## src/rtl/matrix_job_sequencer.sv

```systemverilog
// Matrix job sequencer: reads packed A/B operands from memory, drives one Alu job,
// writes the signed byte results back, and reports done/status over a cmd handshake.
module matrix_job_sequencer #(
    parameter int unsigned N_ELEM      = 25,
    parameter int unsigned ADDR_W      = 7,
    parameter int unsigned SRC_BASE    = 0,
    parameter int unsigned DST_BASE    = 25,
    parameter int unsigned ALU_TIMEOUT = 127
) (
    input  logic                  clk,
    input  logic                  reset,
    input  logic                  cmd_valid,
    output logic                  cmd_ready,
    input  logic [2:0]            cmd_op,
    input  logic [7:0]            cmd_scalar,
    output logic [ADDR_W-1:0]     mem_addr,
    output logic                  mem_we,
    output logic [15:0]           mem_wdata,
    input  logic [15:0]           mem_rdata,
    output logic [2:0]            alu_op,
    output logic [7:0]            alu_scalar,
    output logic [8*N_ELEM-1:0]   alu_a,
    output logic [8*N_ELEM-1:0]   alu_b,
    output logic                  alu_start,
    input  logic                  alu_done,
    input  logic [8*N_ELEM-1:0]   alu_result,
    input  logic                  alu_overflow,
    output logic                  busy,
    output logic                  done,
    output logic                  status_overflow,
    output logic                  status_timeout,
    output logic [2:0]            state_dbg
);

    localparam int unsigned CNT_W  = $clog2(N_ELEM + 1);
    localparam int unsigned WAIT_W = $clog2(ALU_TIMEOUT + 1);

    localparam logic [2:0] StIdle    = 3'd0;
    localparam logic [2:0] StRead    = 3'd1;
    localparam logic [2:0] StWaitAlu = 3'd2;
    localparam logic [2:0] StWrite   = 3'd3;
    localparam logic [2:0] StDone    = 3'd4;

    logic [2:0]          state_q, state_d;
    logic [CNT_W-1:0]    k_q, k_d;
    logic [WAIT_W-1:0]   wait_q, wait_d;
    logic [2:0]          op_q;
    logic [7:0]          scalar_q;
    logic [8*N_ELEM-1:0] a_q, b_q, res_q;
    logic                ovf_q, to_q;

    logic       accept, alu_hit, alu_expire, capture;
    logic [7:0] wr_byte;

    assign accept     = cmd_valid && (state_q == StIdle);
    // The start cycle itself never counts as a completion.
    assign alu_hit    = (state_q == StWaitAlu) && (wait_q != '0) && alu_done;
    assign alu_expire = (state_q == StWaitAlu) && !alu_hit &&
                        (wait_q == WAIT_W'(ALU_TIMEOUT));
    assign capture    = (state_q == StRead) && (k_q != '0);

    always_comb begin
        state_d = state_q;
        k_d     = k_q;
        wait_d  = wait_q;
        case (state_q)
            StIdle: begin
                if (accept) begin
                    state_d = StRead;
                    k_d     = '0;
                end
            end
            StRead: begin
                if (k_q == CNT_W'(N_ELEM)) begin
                    state_d = StWaitAlu;
                    k_d     = '0;
                    wait_d  = '0;
                end else begin
                    k_d = k_q + 1'b1;
                end
            end
            StWaitAlu: begin
                wait_d = wait_q + 1'b1;
                if (alu_hit) begin
                    state_d = StWrite;
                    k_d     = '0;
                end else if (alu_expire) begin
                    state_d = StDone;
                end
            end
            StWrite: begin
                if (k_q == CNT_W'(N_ELEM - 1)) begin
                    state_d = StDone;
                    k_d     = '0;
                end else begin
                    k_d = k_q + 1'b1;
                end
            end
            StDone:  state_d = StIdle;
            default: state_d = StIdle;
        endcase
    end

    always_ff @(posedge clk or negedge reset) begin
        if (!reset) begin
            state_q <= StIdle;
            k_q     <= '0;
            wait_q  <= '0;
        end else begin
            state_q <= state_d;
            k_q     <= k_d;
            wait_q  <= wait_d;
        end
    end

    always_ff @(posedge clk or negedge reset) begin
        if (!reset) begin
            op_q     <= '0;
            scalar_q <= '0;
            a_q      <= '0;
            b_q      <= '0;
            res_q    <= '0;
            ovf_q    <= 1'b0;
            to_q     <= 1'b0;
        end else begin
            if (accept) begin
                op_q     <= cmd_op;
                scalar_q <= cmd_scalar;
                ovf_q    <= 1'b0;
                to_q     <= 1'b0;
            end
            // Read data lags the address by one cycle, so counter value e+1 holds element e.
            for (int e = 0; e < int'(N_ELEM); e++) begin
                if (capture && (k_q == CNT_W'(e + 1))) begin
                    a_q[8*e +: 8] <= mem_rdata[7:0];
                    b_q[8*e +: 8] <= mem_rdata[15:8];
                end
            end
            if (alu_hit) begin
                res_q <= alu_result;
                ovf_q <= alu_overflow;
            end
            if (alu_expire) begin
                to_q <= 1'b1;
            end
        end
    end

    always_comb begin
        wr_byte = '0;
        for (int e = 0; e < int'(N_ELEM); e++) begin
            if (k_q == CNT_W'(e)) begin
                wr_byte = res_q[8*e +: 8];
            end
        end
    end

    always_comb begin
        mem_addr  = '0;
        mem_we    = 1'b0;
        mem_wdata = '0;
        if (state_q == StRead) begin
            mem_addr = ADDR_W'(SRC_BASE) + ADDR_W'(k_q);
        end else if (state_q == StWrite) begin
            mem_we    = 1'b1;
            mem_addr  = ADDR_W'(DST_BASE) + ADDR_W'(k_q);
            mem_wdata = {8'h00, wr_byte};
        end
    end

    assign cmd_ready       = (state_q == StIdle);
    assign busy            = (state_q != StIdle);
    assign done            = (state_q == StDone);
    assign alu_start       = (state_q == StWaitAlu) && (wait_q == '0);
    assign alu_op          = op_q;
    assign alu_scalar      = scalar_q;
    assign alu_a           = a_q;
    assign alu_b           = b_q;
    assign status_overflow = ovf_q;
    assign status_timeout  = to_q;
    assign state_dbg       = state_q;

endmodule
```

## config.mk

```make
export PLATFORM = sky130hd
export DESIGN_NAME = matrix_job_sequencer
export DESIGN_NICKNAME = d
export VERILOG_FILES = /design/src/rtl/matrix_job_sequencer.sv
export SDC_FILE = /design/constraint.sdc
export NUM_CORES = 1
export LEC_CHECK = 0
export ABC_AREA = 1
export BUFFER_PORTS_ARGS = -buffer_cell sky130_fd_sc_hd__buf_4
export CELL_PAD_IN_SITES_DETAIL_PLACEMENT = 1
export CELL_PAD_IN_SITES_GLOBAL_PLACEMENT = 1
export CORE_AREA = 2 2 265 267
export DETAILED_ROUTE_END_ITERATION = 12
export DIE_AREA = 0 0 267 269
export GPL_ROUTABILITY_DRIVEN = 0
export PLACE_DENSITY = 0.83
export SLEW_MARGIN = 15
export SYNTH_ARGS = -nofsm -noshare
export SYNTH_HDL_FRONTEND = slang
export SYNTH_SLANG_ARGS = --single-unit
```

## constraint.sdc

```tcl
create_clock -name clk -period 4.25 [get_ports clk]
set_clock_uncertainty 0.1 [all_clocks]
set_input_delay 0.2125 -clock clk [delete_from_list [all_inputs] [get_ports clk]]
set_output_delay 0.2125 -clock clk [all_outputs]
set_load 0.01 [all_outputs]
```

==> results summary <==
The register-to-register setup slack came out at 1010 ps. The source-to-sink clock delay at the later pin of the worst-skew pair came out at 610 ps. The clock-pin slew of the registers on the worst-case setup and hold paths came out at 60 ps. The routed design has 120,000 um of wire. dfrtp_1 takes more of the synthesized area than any other cell.

The worst register-to-register path has a depth of 6. The number of buffers added by the clock tree synthesis step is 69. The clock network power share came out at 0.280. After detailed placement, the design holds a cell count of 4,456. In this run the power spent charging and discharging nets is 0.00912 W. The number of top-level design ports came out at 676. The violation count after the first detailed-routing iteration came out at 2,108. Among the stages of the critical path, the cell type that occurs most often is nand3_2.

The startpoint-to-endpoint class of the critical path is reg2out. Ranked by total cell area, the synthesized netlist is headed by dfrtp_1, nand2_1, o21ai_0. The leakage power is 18.9 nW. The endpoint arrival time on the critical path is 4050 ps. The number of max-slew violations in the final report came out at 0.

The total of endpoints with negative setup slack in the final report is 5. The area of the mapped netlist is 0.0255 mm^2. The switching portion of total power is 0.379. On the worst path, the slowest cell contributes a delay of 450 ps. The DRC violations left is 0.

VDD sags by at most 335 uV. The number of H-tree levels is 3. The height of the chip is 269 um.

Counting buffers and inverters, the worst setup path is 30 cells deep. The total global routing track utilization came out at 0.320. The final-layout worst hold slack came out at 97.6 ps. The relative max-transition margin came out at 0.152. The endpoint kind of the worst setup timing path is an output port. The tightest min-delay check is of the in2reg type. The checks that failed: setup timing. Dividing the detail-routed wire length by the instance count gives 24.9 um. The overflow left after global routing came out at 0. In this run the horizontal extent of the chip is 267 um. The proportion of layout cells with a drive suffix above 1 is 0.259. The starting utilization of the core area came out at 0.368. The average size of a mapped cell is 8.58 um^2. The kind of cell with the highest combined delay on the critical path is simple AND/OR/NAND/NOR gates. The cell count after synthesis is 2,972. The half-perimeter wire length after placement came out at 70,900 um. The final cycle utilization of the critical path came out at 1.03. The number of antenna violations at the first check in global routing is 11. The number of max-cap violations came out at 0. The worst-case setup margin in the final layout is -115 ps. Entering global routing, the biggest net connects 203 pins. The count of different cell masters after synthesis is 33. The share of total power dissipated in sequential elements is 0.383. The hold-critical path depth is 5. The leading cell type in the layout, fill and taps excluded is nand2_1. The slowest stage of the critical path belongs to the cell dfrtp_2.

For the final routed database, the setup TNS stands at -353 ps. TritonCTS built the clock tree. The required time of the critical path is 3940 ps. The total internal power came out at 0.0150 W. The post-route minimum period is 4360 ps.

The via total after detailed routing came out at 25.6k. The area of the die came out at 0.0718 mm^2. The maximum buffer depth of the clock tree is 3. The count of nets left with antenna violations once routing finished came out at 0.

The first global-routing pass estimated 172,000 um of wire. The final layout contains 4,067 nets. The synthesis-to-finish area growth came out at 44.1%. Once layout is complete, the utilization of the core stands at 0.531.

The combinational power share came out at 0.338. The critical path buffer and inverter count came out at 6. The first TritonRoute pass finished after 5 iterations.

After detailed routing, the number of vias per cell comes to 5.30. In this run the core area contains 97 standard-cell rows. The count of endpoints failing hold in the final timing report is 0. The quantity of I/O buffers inserted on ports came out at 666. The actual slew at the worst max-slew pin is 1270 ps.

The count of filler cells inserted in the layout came out at 8,014. The sort of element at the start of the critical path is a flop. In the layout the commonest cells are nand2_1, buf_4, dfrtp_1. The maximum fanout along the worst path came out at 11.

The run finished, with violations left. The power density relative to cell area came out at 655 mW/mm^2. The number of synthesized register bits is 628. The sequential cell area fraction in the yosys report came out at 0.616. The share of synthesized area in the top cell type comes to 0.616. Setup repair after global routing could not meet its margin everywhere. The core region is 0.0693 mm^2. The via count of the first global-routing pass is 27.6k.

CTS saw 628 sinks. CTS placed an instance of clkbuf_16 at the clock tree root. The number of warning messages in the yosys log came out at 0. The number of standard cells in the final layout excluding fillers came out at 4,831. For this run, the top clock speed supported by timing is 229 MHz.
[layer usage]
layer / vias to the layer above / routed length, um / share of wire / track usage
li1: 11000 / - / - / -
met1: 12900 / 42800 / 0.36 / 0.354
met2: 1219 / 59600 / 0.50 / 0.549
met3: 497 / 8010 / 0.067 / 0.0659
met4: 0 / 9660 / 0.080 / 0.236
met5: - / 0 / 0 / 0
[power by group through the flow]
stage               Combinational, W  Sequential, W  Clock [W]
floorplan                    0.00314        0.00908          0
global placement             0.00656        0.00903          0
detailed placement           0.00686        0.00908          0
CTS                          0.00720        0.00905    0.00669
global route                 0.00882        0.00933    0.00702
finish                       0.00814        0.00922    0.00674
[cells in the mapped netlist]
master,count
a22o_1,1
nand3_1,79
clkbuf_1,161
mux2i_1,1
dfrtp_1,628
xnor2_1,1
nor2_4,4
o21ai_1,2
o21ai_0,457
nor3_1,5
xor2_1,1
inv_2,8
conb_1,1
nand4_1,3
nor2_2,5
nand2_2,1
a21oi_1,12
o221ai_1,1
or2_0,3
nor2_1,40
ha_1,7
buf_6,1
o211ai_1,3
buf_2,8
or2_2,27
clkinv_1,2
buf_1,2
nand2_1,1350
inv_1,139
buf_4,9
o22ai_1,8
o21bai_1,1
or2_1,1
[repair_timing]
item,CTS,global route
endpoints found under the setup margin,8,8
pin swaps,2,65
gates resized for setup,16,106
endpoints found under the hold margin,307,0
hold buffers,214,0
setup buffers,6,20
cloned,0,1
[cell families (layout without fill, tap and decap cells)]
logic type / Yosys count / after routing / share of synthesized area
compound gates: 485 / 485 / 0.0962
xor+xnor: 2 / 2 / 0.000687
fa+ha+maj: 7 / 7 / 0.00343
buf+inv: 330 / 1229 / 0.0506
flops: 628 / 628 / 0.616
mux: 1 / 1 / 0.000392
other cells: 1 / 20 / 0.000147
simple gates: 1518 / 1519 / 0.233
[sequential cells by signal, indices dropped and copies added, names as in the netlist]
name,cells
alu_op,3
status_overflow,1
status_timeout,1
wait_q,7
k_q,5
state_dbg,3
res_q,200
alu_b,200
alu_a,200
alu_scalar,8
[tightest hold or removal path: stages]
cell	delay [ps]
buf_4	140
nand3_4	110
inv_6	150
nand2_1	110
nand2_1	40
[area by class of cell]
cell class                 instances  area [um^2]  share of cell area
tap                              940         1180              0.0320
antenna                           11         27.5            0.000749
clock inverter                    29          547              0.0149
sequential                       628        15700               0.427
multi-input combinational       2023         8990               0.245
timing repair buffer             957         7810               0.212
clock buffer                      94         1910              0.0520
inverter                         149          584              0.0159
[path summary, 6_finish.rpt]
check | start | to
min | alu_done | res_q[1]
max | k_q[0] | mem_wdata[5]
max reg2reg | state_dbg[2] | alu_a[169]
max in group asynchronous | reset | alu_a[8]
min reg2reg | res_q[161] | res_q[161]
min in group asynchronous | reset | alu_a[88]
[through the flow]
| stage | setup WS, ps | power [W] | area (um^2) |
|---|---|---|---|
| CTS | -4.14 | 0.0229 | 36200 |
| finish | -115 | 0.0241 | 36800 |
| floorplan | 1350 | 0.0122 | 25500 |
| global route | -394 | 0.0252 | 36800 |
| global placement | 396 | 0.0156 | 31500 |
| detailed placement | 322 | 0.0159 | 31500 |
No activity file was read; power rests on OpenSTA's default activity.
